==> src/rtl/gpsreceiver2_pkg.sv <==
// gpsreceiver2_pkg
// Shared definitions for the GPS receiver capture path: capture FSM state
// encoding, default bank address width, counter widths and a saturating
// increment helper used by the dropped-byte counter.
package gpsreceiver2_pkg;

    localparam int ADR_W_DEF = 11;
    localparam int OVR_W     = 16;
    localparam int CNT_W     = 16;

    typedef enum logic [1:0] {
        ST_IDLE  = 2'd0,
        ST_ARMED = 2'd1,
        ST_FILL  = 2'd2,
        ST_STALL = 2'd3
    } cap_state_t;

    // Saturating +1 for the dropped-byte counter; sticks at all-ones.
    function automatic logic [OVR_W-1:0] satInc(input logic [OVR_W-1:0] v);
        return (v == '1) ? v : v + 1'b1;
    endfunction

endpackage

==> src/rtl/gpsreceiver2_bankflags.sv <==
// gpsreceiver2_bankflags
// Ownership flags for the two sample RAM banks. A set bit means the bank
// holds unread data owned by the reader.
// Ports:
//   i_clk, i_rst_n : clock, asynchronous active-low reset
//   i_clear        : clear both flags (start of a new capture)
//   i_set          : per-bank completion from the writer
//   i_release      : per-bank drain notification from the reader
//   o_full         : current ownership flags
module gpsreceiver2_bankflags
    import gpsreceiver2_pkg::*;
(
    input  logic       i_clk,
    input  logic       i_rst_n,
    input  logic       i_clear,
    input  logic [1:0] i_set,
    input  logic [1:0] i_release,
    output logic [1:0] o_full
);

    logic [1:0] r_full;

    // Release is applied before set, so a completion landing in the same
    // cycle as a release of that bank leaves the bank marked full. Releasing
    // a bank that is not full has no effect.
    always_ff @(posedge i_clk or negedge i_rst_n) begin
        if (!i_rst_n) begin
            r_full <= 2'b00;
        end else if (i_clear) begin
            r_full <= 2'b00;
        end else begin
            r_full <= (r_full & ~i_release) | i_set;
        end
    end

    assign o_full = r_full;

endmodule

==> src/rtl/gpsreceiver2_capctl.sv <==
// gpsreceiver2_capctl
// Capture controller between the RX byte strobe and the ping-pong sample RAM.
// Sequences arm / fill / bank switch / stall / stop, tracks bank ownership,
// pulses per-bank completion and counts bytes dropped while stalled.
// Ports:
//   i_gps_rec_clk, i_gps_rec_rst_n : clock, asynchronous active-low reset
//   i_byte_stb, i_byte_dat         : incoming sample byte strobe and data
//   i_arm, i_abort                 : start / stop capture pulses
//   i_cap_banks                    : banks to capture (0 = continuous)
//   i_bank_release                 : reader drained bank pulses
//   o_buf_adr, o_buf_dat, o_buf_we : registered RAM write port
//   o_bank_full, o_bank_irq        : bank ownership and completion pulses
//   o_done, o_busy, o_overrun      : capture end pulse, activity, drop count
module gpsreceiver2_capctl
    import gpsreceiver2_pkg::*;
#(
    parameter int ADR_W = ADR_W_DEF
) (
    input  logic             i_gps_rec_clk,
    input  logic             i_gps_rec_rst_n,
    input  logic             i_byte_stb,
    input  logic [7:0]       i_byte_dat,
    input  logic             i_arm,
    input  logic             i_abort,
    input  logic [CNT_W-1:0] i_cap_banks,
    input  logic [1:0]       i_bank_release,
    output logic [ADR_W:0]   o_buf_adr,
    output logic [7:0]       o_buf_dat,
    output logic             o_buf_we,
    output logic [1:0]       o_bank_full,
    output logic [1:0]       o_bank_irq,
    output logic             o_done,
    output logic             o_busy,
    output logic [OVR_W-1:0] o_overrun
);

    cap_state_t       r_state;
    cap_state_t       w_nextState;
    logic [ADR_W-1:0] r_ptr;
    logic             r_bank;
    logic [CNT_W-1:0] r_bankCnt;
    logic [CNT_W-1:0] r_capBanks;
    logic [OVR_W-1:0] r_overrun;
    logic [ADR_W:0]   r_bufAdr;
    logic [7:0]       r_bufDat;
    logic             r_bufWe;
    logic [1:0]       r_bankIrq;
    logic             r_done;

    logic             w_accept;
    logic             w_lastByte;
    logic [1:0]       w_complete;
    logic [CNT_W-1:0] w_cntNext;
    logic             w_capHit;
    logic             w_otherFull;
    logic             w_curFull;
    logic             w_drop;
    logic             w_armGo;
    logic             w_done;
    logic [1:0]       w_full;

    // A byte is written in ARMED or FILL unless abort cancels it this cycle.
    assign w_accept   = i_byte_stb && !i_abort &&
                        ((r_state == ST_ARMED) || (r_state == ST_FILL));
    assign w_lastByte = w_accept && (r_ptr == '1);
    assign w_complete = {w_lastByte && r_bank, w_lastByte && !r_bank};
    assign w_cntNext  = r_bankCnt + 1'b1;
    assign w_capHit   = (r_capBanks != '0) && (w_cntNext == r_capBanks);
    assign w_drop     = i_byte_stb && !i_abort && (r_state == ST_STALL);
    assign w_armGo    = i_arm && !i_abort && (r_state == ST_IDLE);

    // The bank we switch into counts as free if the reader releases it in
    // this same cycle, so a coincident release avoids a needless stall.
    assign w_otherFull = r_bank ? (w_full[0] && !i_bank_release[0])
                                : (w_full[1] && !i_bank_release[1]);
    assign w_curFull   = r_bank ? (w_full[1] && i_bank_release[1])
                                : (w_full[0] && i_bank_release[0]);

    // Next-state and done-pulse decode. Abort dominates everything.
    always_comb begin
        w_nextState = r_state;
        w_done      = 1'b0;
        if (i_abort) begin
            w_nextState = ST_IDLE;
        end else begin
            unique case (r_state)
                ST_IDLE: begin
                    if (i_arm) w_nextState = ST_ARMED;
                end
                ST_ARMED, ST_FILL: begin
                    if (w_accept) begin
                        w_nextState = ST_FILL;
                        if (w_lastByte) begin
                            if (w_capHit) begin
                                w_nextState = ST_IDLE;
                                w_done      = 1'b1;
                            end else if (w_otherFull) begin
                                w_nextState = ST_STALL;
                            end
                        end
                    end
                end
                ST_STALL: begin
                    if (w_curFull) w_nextState = ST_FILL;
                end
                default: w_nextState = ST_IDLE;
            endcase
        end
    end

    // State, write port, pointer/bank/counter and overrun registers.
    always_ff @(posedge i_gps_rec_clk or negedge i_gps_rec_rst_n) begin
        if (!i_gps_rec_rst_n) begin
            r_state    <= ST_IDLE;
            r_ptr      <= '0;
            r_bank     <= 1'b0;
            r_bankCnt  <= '0;
            r_capBanks <= '0;
            r_overrun  <= '0;
            r_bufAdr   <= '0;
            r_bufDat   <= '0;
            r_bufWe    <= 1'b0;
            r_bankIrq  <= 2'b00;
            r_done     <= 1'b0;
        end else begin
            r_state   <= w_nextState;
            r_bufWe   <= w_accept;
            r_bankIrq <= w_complete;
            r_done    <= w_done;
            if (w_accept) begin
                r_bufAdr <= {r_bank, r_ptr};
                r_bufDat <= i_byte_dat;
            end
            if (w_armGo) begin
                r_ptr      <= '0;
                r_bank     <= 1'b0;
                r_bankCnt  <= '0;
                r_capBanks <= i_cap_banks;
                r_overrun  <= '0;
            end else if (w_accept) begin
                r_ptr <= r_ptr + 1'b1;
                if (w_lastByte) begin
                    r_bank    <= !r_bank;
                    r_bankCnt <= w_cntNext;
                end
            end
            if (w_drop) begin
                r_overrun <= satInc(r_overrun);
            end
        end
    end

    gpsreceiver2_bankflags u_bankflags (
        .i_clk     (i_gps_rec_clk),
        .i_rst_n   (i_gps_rec_rst_n),
        .i_clear   (w_armGo),
        .i_set     (w_complete),
        .i_release (i_bank_release),
        .o_full    (w_full)
    );

    assign o_buf_adr   = r_bufAdr;
    assign o_buf_dat   = r_bufDat;
    assign o_buf_we    = r_bufWe;
    assign o_bank_full = w_full;
    assign o_bank_irq  = r_bankIrq;
    assign o_done      = r_done;
    assign o_busy      = (r_state != ST_IDLE);
    assign o_overrun   = r_overrun;

endmodule

==> config.mk <==
export PLATFORM = sky130hd
export DESIGN_NAME = gpsreceiver2_capctl
export DESIGN_NICKNAME = d
export VERILOG_FILES = /design/src/rtl/gpsreceiver2_pkg.sv /design/src/rtl/gpsreceiver2_bankflags.sv /design/src/rtl/gpsreceiver2_capctl.sv
export SDC_FILE = /design/constraint.sdc
export NUM_CORES = 1
export LEC_CHECK = 0
export BUFFER_PORTS_ARGS = -buffer_cell sky130_fd_sc_hd__buf_2
export CAP_MARGIN = 30
export CORE_MARGIN = 5
export CORE_UTILIZATION = 30
export CTS_CLUSTER_DIAMETER = 80
export DETAILED_ROUTE_END_ITERATION = 10
export PLACE_DENSITY_LB_ADDON = 0.3
export SLEW_MARGIN = 20
export SYNTH_ARGS = -nofsm -noshare
export SYNTH_HDL_FRONTEND = slang
export SYNTH_SLANG_ARGS = --single-unit
==> constraint.sdc <==
create_clock -name i_gps_rec_clk -period 2.7 [get_ports i_gps_rec_clk]
set_input_delay 0.27 -clock i_gps_rec_clk [delete_from_list [all_inputs] [get_ports i_gps_rec_clk]]
set_output_delay 0.27 -clock i_gps_rec_clk [all_outputs]
set_load 0.05 [all_outputs]
==> metrics.log, run 1 <==
[metrics] Synth Instances: 459
[metrics] count of cell types in the netlist: 50
[metrics] crit-path cells: ha_1, and2_1, nand4_2, xnor2_1, a2111oi_4, nand4_1, nor3_1
[metrics] Initial Utilization: 30.7%
[metrics] number of cells on the worst reg-to-reg path: 7
[metrics] Sw Pwr: 1.46 mW
[metrics] portion of total power attributed to sequential cells: 41.2%
[metrics] violation count after the first detailed-route iteration: 211
[metrics] Die X: 132 µm
[metrics] f_max: 426 MHz
[metrics] Net Count, Synth: 496
[metrics] Largest stage delay, worst path: 0.44 ns
[metrics] final net count: 572
[metrics] post-layout min period: 2.35 ns
[metrics] Post-Syn Area per Cell: 9.71 µm²
[metrics] count of max-cap constraint violations: 0
[metrics] Yosys reg bits: 88
[metrics] class of the tightest hold or removal check: in -> reg
[metrics] CTS Root Buffer Type: sky130_fd_sc_hd__clkbuf_16
[metrics] fraction of synthesized cell area taken by the top area cell type: 49.4%
[metrics] drt pass-1 iters: 4
[metrics] via-per-instance ratio: 4.76
[metrics] number of rows created at floorplan: 44
[metrics] CP Max Fanout: 6
[metrics] cell taking the most area after synthesis: sky130_fd_sc_hd__dfrtp_1
[metrics] Die Footprint: 17,400 µm²
[metrics] number of enable-type register cells in the synthesized netlist: 0
[metrics] internal power: 2.76 mW
[metrics] Core ar.: 14,500 µm²
[metrics] static leakage: 2.60 nW
[metrics] area overhead of the layout relative to synthesis: 20.2%
[metrics] Area contributors post-synth: sky130_fd_sc_hd__dfrtp_1, sky130_fd_sc_hd__nand2_1, sky130_fd_sc_hd__xnor2_1, sky130_fd_sc_hd__xor2_1, sky130_fd_sc_hd__mux2_2
[metrics] type of element capturing the critical path: register
[metrics] RSZ-0062 raised after global routing: false
[metrics] count of unresolved DRC violations after routing: 0
[metrics] Detailed Route WL: 10,500 µm
[metrics] cell total after placement: 707
[metrics] dominant synthesized flop cell: sky130_fd_sc_hd__dfrtp_1
[metrics] required time at the endpoint of the critical path: 2.92 ns
[metrics] number of global-route vias before repair: 3,501
[metrics] logic depth of the worst setup path including buffers: 7
[metrics] half-perimeter wire length of the detailed placement result: 7590 µm
[metrics] number of hold violations in the final report: 0
[metrics] max-slew violation count: 0
[metrics] CTS H-tree depth: 3
[metrics] slew at the pin with the worst max-slew slack: 0.748 ns
[metrics] most repeated cell in the gate-level netlist after synthesis: sky130_fd_sc_hd__nand2_1
[metrics] DR WL/cell: 14.5 µm
[metrics] Setup Total Neg Slack: 0 ns
[metrics] post-route clock skew: 0.00725 ns
[metrics] power density cells: 788 nW/µm²
[metrics] critical path startpoint category: register
[metrics] post-route insts no fill: 724
[metrics] clock group share of total power: 30.8%
[metrics] I/O pin count: 74
[metrics] IO buf count: 73
[metrics] top cells by count, synth: sky130_fd_sc_hd__nand2_1, sky130_fd_sc_hd__dfrtp_1, sky130_fd_sc_hd__nor2_1
[metrics] vertical extent of the die: 132 µm
[metrics] Seq/Total Area, Yosys: 49.4%
[metrics] global-route total usage across every layer: 12.5%
[metrics] Netlist Area Pre-Place: 4460 µm²
[metrics] antenna violations before repair: 0
[metrics] switching part of the total: 34.7%
[metrics] arrival time reported for the critical path endpoint: 2.57 ns
[metrics] Worst path top cell family by delay: simple AND/OR/NAND/NOR gates
[metrics] post-detailed-route count of antenna-violating nets: 0
[metrics] Max stage delay cell, worst path: sky130_fd_sc_hd__dfrtp_1
[metrics] CTS tree: built
[metrics] peak supply drop: 0.327 mV
[metrics] Clock Path Buffers: 2
[metrics] maximum number of pins on one net before global-route repair: 50
[metrics] sink count of the clock tree: 88
[metrics] fraction of layout instances using a drive strength above 1: 24.1%
[metrics] wire length of the first global-routing pass: 17,800 µm
[metrics] final setup vio count: 0
[metrics] run status: finished, final reports clean
[metrics] Inserted Clock Buffers: 9
[metrics] combinational share of power: 28.0%
[metrics] headroom to the max-slew limit: 50.0%
[metrics] part of the cycle the worst path needs: 87.0%
[metrics] Placer Congestion: 0.864
[metrics] worst skew pair latency: 0.35 ns
[metrics] Warnings, synthesis: 0
[metrics] crit path buf inv count: 0
[metrics] total via count after detailed routing: 3,446
[metrics] antenna diode count: 0
[metrics] async set-or-reset flop fraction in the synthesized netlist: 100%
[metrics] CP Class: reg -> reg
[metrics] overall overflow remaining after global route: 0
[metrics] cell depth of the worst hold path: 3
[metrics] clock transition time at the flip-flop clock pins of the worst setup and hold paths: 0.06 ns
[sequential cells by signal (all words and copies together), names as in the netlist]
name,count
o_buf_adr,12
o_buf_dat,8
r_bankCnt,16
o_bank_irq,2
r_state,2
o_buf_we,1
r_capBanks,16
r_bank,1
u_bankflags.o_full,2
o_done,1
r_ptr,11
o_overrun,16
[per-stage QoR]
stage	util (%)	instance area [µm²]	total power, mW	hold WS, ns	setup slack [ns]
2_1_floorplan	-	4460	2.61	-0.0256	0.485
3_3_place_gp	34.7	5040	2.92	0.305	0.483
3_5_place_dp	34.7	5040	2.96	0.308	0.368
4_1_cts	36.9	5360	4.27	0.100	0.357
5_1_grt	36.9	5360	4.44	0.114	0.254
6_report	36.9	5360	4.22	0.112	0.350
[final cells by class]
class	count	area, µm²
Clock buffer	12	256
Clock inverter	4	51.3
Sequential cell	88	2200
Inverter	13	48.8
Timing Repair Buffer	81	443
Multi-Input combinational cell	342	2130
Tap cell	184	230
Fill cell	1505	9180
[layout by cell type (no fill, tap or decap), types with 5 or more instances in the layout]
cell type / n
sky130_fd_sc_hd__nor2_1: 45
sky130_fd_sc_hd__o21ai_0: 18
sky130_fd_sc_hd__nor4_1: 5
sky130_fd_sc_hd__xnor2_1: 25
sky130_fd_sc_hd__buf_2: 72
sky130_fd_sc_hd__a21oi_1: 11
sky130_fd_sc_hd__and3_1: 11
sky130_fd_sc_hd__nand4_1: 12
sky130_fd_sc_hd__inv_1: 13
sky130_fd_sc_hd__nand2_1: 91
sky130_fd_sc_hd__a31oi_1: 6
sky130_fd_sc_hd__dfrtp_1: 88
sky130_fd_sc_hd__nand2b_1: 5
sky130_fd_sc_hd__nor3_1: 8
sky130_fd_sc_hd__nand3_1: 18
sky130_fd_sc_hd__buf_4: 7
sky130_fd_sc_hd__mux2_2: 16
sky130_fd_sc_hd__clkbuf_16: 9
sky130_fd_sc_hd__ha_1: 6
sky130_fd_sc_hd__xor2_1: 25
[cell families after synthesis]
group                    share of synthesized area, %
flip-flops                                       49.4
multiplexers                                     4.60
AND/OR/NAND/NOR                                  23.6
adder cells (fa/ha/maj)                          1.68
AO/OA/AOI/OAI                                    7.41
buffers and inverters                            3.06
XOR/XNOR                                         10.2
[path summary, 6_finish.rpt]
| check | start | end | slack, ns |
|---|---|---|---|
| worst max-delay path | r_bankCnt[0]$_DFFE_PN0P_ | o_done$_DFF_PN0_ | 0.35 |
| worst min-delay path | i_byte_dat[3] | o_buf_dat[3]$_DFFE_PN0P_ | 0.11 |
| worst max register to register | r_bankCnt[0]$_DFFE_PN0P_ | o_done$_DFF_PN0_ | 0.35 |
| worst min register to register | o_buf_adr[6]$_DFFE_PN0P_ | o_buf_adr[6]$_DFFE_PN0P_ | 0.47 |
| max in group asynchronous | i_gps_rec_rst_n | o_buf_adr[4]$_DFFE_PN0P_ | 1.60 |
| min in group asynchronous | i_gps_rec_rst_n | o_bank_irq[1]$_DFF_PN0_ | 0.45 |
[tightest hold or removal path, delay by kind of cell]
kind                   cells  cell delay [ns]
AND/OR/NAND/NOR            2             0.08
buffers and inverters      1             0.07
[per-layer routing]
metal	up-vias	GRT usage, %	part of all wire, %
li1	1715	-	-
met1	1642	17.8	51
met2	71	17.9	43
met3	18	2.90	4.2
met4	0	5.94	2.4
met5	-	0	0
[power by group through the flow]
| stage | combinational, mW | sequential [mW] | clock [mW] |
|---|---|---|---|
| after CTS | 1.20 | 1.74 | 1.33 |
| after global placement | 1.17 | 1.75 | 0 |
| after global routing | 1.29 | 1.77 | 1.38 |
| after floorplan | 0.667 | 1.94 | 0 |
| after detailed placement | 1.19 | 1.76 | 0 |
| final | 1.18 | 1.74 | 1.30 |
[repair_timing]
item                      4_1_cts  5_1_grt
hold endpoints to repair       39        0
hold buffers                    1        0
resized for setup               0        0
buffers inserted                0        0
Note: power is estimated with default switching activity, not from simulation.
==> inputs of run 2 (changes only) <==
--- a/config.mk
+++ b/config.mk
@@ -12,5 +12,4 @@
 export CTS_CLUSTER_DIAMETER = 80
 export DETAILED_ROUTE_END_ITERATION = 10
-export PLACE_DENSITY_LB_ADDON = 0.3
 export SLEW_MARGIN = 20
 export SYNTH_ARGS = -nofsm -noshare
==> constraint.sdc (replaced) <==
create_clock -name i_gps_rec_clk -period 2.7 [get_ports i_gps_rec_clk]
set_input_delay 0.27 -clock i_gps_rec_clk [delete_from_list [all_inputs] [get_ports i_gps_rec_clk]]
set_output_delay 0.27 -clock i_gps_rec_clk [all_outputs]
set_load 0.01 [all_outputs]
==> run 2 against run 1 <==
  * Critical path type unchanged
  * Worst setup slack better by 0.098 ns
  * Highest routed layer unchanged
  * Hold slack worse by 0.0038 ns
  * Combinational power down 20%
  * Global-route usage down 0.062 points
  * Final cell count down 0.14%
  * Clock-buffer cell count down 2
  * Largest cell class unchanged
==> metrics.log, run 2 (same netlist as run 1, synthesis figures left out) <==
[metrics] cell depth of the worst hold path: 3 (unchanged)
[metrics] cell total after placement: 707 (unchanged)
[metrics] DR WL/cell: 14.5 µm (-0.61%)
[metrics] post-detailed-route count of antenna-violating nets: 0 (unchanged)
[metrics] CTS tree: built
[metrics] number of global-route vias before repair: 3,531 (+0.86%)
[metrics] Fillers: 1,448 (-3.8%)
[metrics] count of unresolved DRC violations after routing: 0 (unchanged)
[metrics] reg2reg start: r_bankCnt[0]$_DFFE_PN0P_
[metrics] Die Footprint: 17,400 µm² (unchanged)
[metrics] I/O pin count: 74 (unchanged)
[metrics] switching part of the total: 30.2% (-4.5 points)
[metrics] worst skew pair latency: 0.35 ns (about the same)
[metrics] Min-Delay Startpoint: i_byte_dat[2]
[metrics] run status: finished, final reports clean
[metrics] fraction of layout instances using a drive strength above 1: 24.1% (+0.045 points)
[metrics] overall overflow remaining after global route: 0 (unchanged)
[metrics] CTS H-tree depth: 3 (unchanged)
[metrics] most used cells in the layout excluding fill and tap cells: sky130_fd_sc_hd__nand2_1, sky130_fd_sc_hd__dfrtp_1, sky130_fd_sc_hd__buf_2
[metrics] antenna diode count: 0 (unchanged)
[metrics] antenna violations before repair: 0 (unchanged)
[metrics] arrival time reported for the critical path endpoint: 2.48 ns (-0.09 ns)
[metrics] Final Hold Slack: 0.108 ns (-0.00379 ns)
[metrics] clock transition time at the flip-flop clock pins of the worst setup and hold paths: 0.07 ns (about the same)
[metrics] post-CTS resize count: 0 (unchanged)
[metrics] Core ar.: 14,500 µm² (unchanged)
[metrics] number of rows created at floorplan: 44 (unchanged)
[metrics] headroom to the max-slew limit: 49.1% (-0.90 points)
[metrics] final design instance area without fill: 5370 µm² (+0.23%)
[metrics] clock group share of total power: 33.8% (+3.0 points)
[metrics] sink count of the clock tree: 88 (unchanged)
[metrics] violation count after the first detailed-route iteration: 195 (-7.6%)
[metrics] count of max-cap constraint violations: 0 (unchanged)
[metrics] IO buf count: 73 (unchanged)
[metrics] wire length of the first global-routing pass: 17,900 µm (+0.51%)
[metrics] Largest stage delay, worst path: 0.44 ns (about the same)
[metrics] internal power: 2.82 mW (+2.2%)
[metrics] portion of total power attributed to sequential cells: 42.8% (+1.6 points)
[metrics] crit path buf inv count: 0 (unchanged)
[metrics] Worst path top cell family by delay: compound AO/OA/AOI/OAI gates
[metrics] critical path startpoint category: register
[metrics] maximum number of pins on one net before global-route repair: 51 (+2.0%)
[metrics] power density cells: 751 nW/µm² (-4.6%)
[metrics] post-route clock skew: 0.0133 ns (+0.00608 ns)
[metrics] Detailed Route WL: 10,400 µm (-0.75%)
[metrics] Clock Path Buffers: 2 (unchanged)
[metrics] area overhead of the layout relative to synthesis: 20.5%
[metrics] Setup Total Neg Slack: 0 ns (unchanged)
[metrics] Placer Congestion: 0.860 (-0.41%)
[metrics] RSZ-0062 raised after global routing: false
[metrics] commonest non-fill, non-tap cell in the layout: sky130_fd_sc_hd__nand2_1
[metrics] Die X: 132 µm (unchanged)
[metrics] class of the tightest hold or removal check: in -> reg
[metrics] Max stage delay cell, worst path: sky130_fd_sc_hd__dfrtp_1
[metrics] CP Max Fanout: 6 (unchanged)
[metrics] drt pass-1 iters: 4 (unchanged)
[metrics] GR peak layer: met2
[metrics] combinational share of power: 23.4% (-4.6 points)
[metrics] global-route total usage across every layer: 12.4% (-0.062 points)
[metrics] CP Class: reg -> reg
[metrics] setup slack on the worst flop-to-flop path: 0.45 ns (+0.10 ns)
[metrics] Sw Pwr: 1.22 mW (-17%)
[metrics] static leakage: 2.61 nW (+0.21%)
[metrics] GR Layer Usage met2: 18.3% (+0.45 points)
[metrics] slew at the pin with the worst max-slew slack: 0.762 ns (+0.0134 ns)
[metrics] type of element capturing the critical path: register
[metrics] final setup vio count: 0 (unchanged)
[metrics] hold endpoint: o_buf_dat[2]$_DFFE_PN0P_
[metrics] max-slew violation count: 0 (unchanged)
[metrics] peak supply drop: 0.337 mV (+3.0%)
[metrics] total via count after detailed routing: 3,494 (+1.4%)
[metrics] final net count: 572 (unchanged)
[metrics] post-route insts no fill: 723 (-0.14%)
[metrics] required time at the endpoint of the critical path: 2.92 ns (about the same)
[metrics] post-layout min period: 2.25 ns (-0.0984 ns)
[metrics] fraction of met3 tracks used by global routing: 2.94% (+0.038 points)
[metrics] vertical extent of the die: 132 µm (unchanged)
[metrics] Inserted Clock Buffers: 9 (unchanged)
[metrics] post-CTS setup buffer count: 0 (unchanged)
[metrics] f_max: 444 MHz (+4.4%)
[metrics] number of cells on the worst reg-to-reg path: 7 (unchanged)
[metrics] CTS Root Buffer Type: sky130_fd_sc_hd__clkbuf_16
[metrics] area after detailed placement: 5040 µm² (unchanged)
[metrics] crit-path cells: ha_1, and2_1, nand4_2, xnor2_1, a2111oi_4, nand4_1, o31a_1
[metrics] via-per-instance ratio: 4.83 (+1.5%)
[metrics] half-perimeter wire length of the detailed placement result: 7700 µm (+1.4%)
[metrics] critical register-to-register path endpoint: r_state[1]$_DFFE_PN0P_
[metrics] number of hold violations in the final report: 0 (unchanged)
[metrics] met1 usage: 17.1% (-0.69 points)
[metrics] Initial Utilization: 30.7% (unchanged)
[metrics] part of the cycle the worst path needs: 83.4% (-3.6 points)
==> run 2: stage by stage <==
step | utilization, % | worst slack, ns | power, mW
2_1_floorplan | - | 0.656 | 2.37
3_3_place_gp | 34.7 | 0.533 | 2.67
3_5_place_dp | 34.7 | 0.444 | 2.71
4_1_cts | 36.9 | 0.428 | 4.09
5_1_grt | 36.9 | 0.259 | 4.28
6_report | 36.9 | 0.449 | 4.04
==> run 2: power by group through the flow <==
| stage | combinational, mW | clock, mW | sequential, mW |
|---|---|---|---|
| floorplan | 0.639 | 0 | 1.73 |
| global placement | 0.921 | 0 | 1.75 |
| detailed placement | 0.954 | 0 | 1.76 |
| CTS | 0.957 | 1.40 | 1.73 |
| global route | 1.06 | 1.46 | 1.76 |
| finish | 0.944 | 1.36 | 1.73 |
==> run 2: repair_timing <==
item	CTS	global route
setup endpoints to repair	0	0
hold endpoints to repair	38	0
hold buffers	1	0
==> run 2: area by class of cell <==
class                           count  area [µm²]  area share, %
Clock inverter                      5        81.3           1.51
Sequential cell                    88        2200           41.0
Multi-Input combinational cell    342        2130           39.6
Clock buffer                       10         239           4.45
Inverter                           13        48.8          0.909
Tap cell                          184         230           4.29
Timing Repair Buffer               81         443           8.25
==> run 2: worst max path at each step <==
stage                                        start                     end  cells past startpoint
after global placement    r_bankCnt[0]$_DFFE_PN0P_  r_state[0]$_DFFE_PN0P_                      7
after detailed placement    r_state[1]$_DFFE_PN0P_  r_state[0]$_DFFE_PN0P_                      8
after global routing      r_bankCnt[0]$_DFFE_PN0P_        o_done$_DFF_PN0_                      7
after CTS                 r_bankCnt[0]$_DFFE_PN0P_  r_state[1]$_DFFE_PN0P_                      7
final                     r_bankCnt[0]$_DFFE_PN0P_  r_state[1]$_DFFE_PN0P_                      7
after floorplan           r_bankCnt[0]$_DFFE_PN0P_  r_state[0]$_DFFE_PN0P_                      7
==> run 2: layer usage <==
| metal | up-vias | wire length (µm) |
|---|---|---|
| met5 | - | 0 |
| met4 | 0 | 266 |
| met3 | 19 | 450 |
| met2 | 83 | 4640 |
| met1 | 1671 | 5090 |
| li1 | 1721 | - |
==> run 2: worst reg2reg max path: stages (launching register included) <==
cell	delay (ns)
sky130_fd_sc_hd__dfrtp_1	0.44
sky130_fd_sc_hd__ha_1	0.32
sky130_fd_sc_hd__and2_1	0.23
sky130_fd_sc_hd__nand4_2	0.16
sky130_fd_sc_hd__xnor2_1	0.21
sky130_fd_sc_hd__a2111oi_4	0.26
sky130_fd_sc_hd__nand4_1	0.18
sky130_fd_sc_hd__o31a_1	0.33
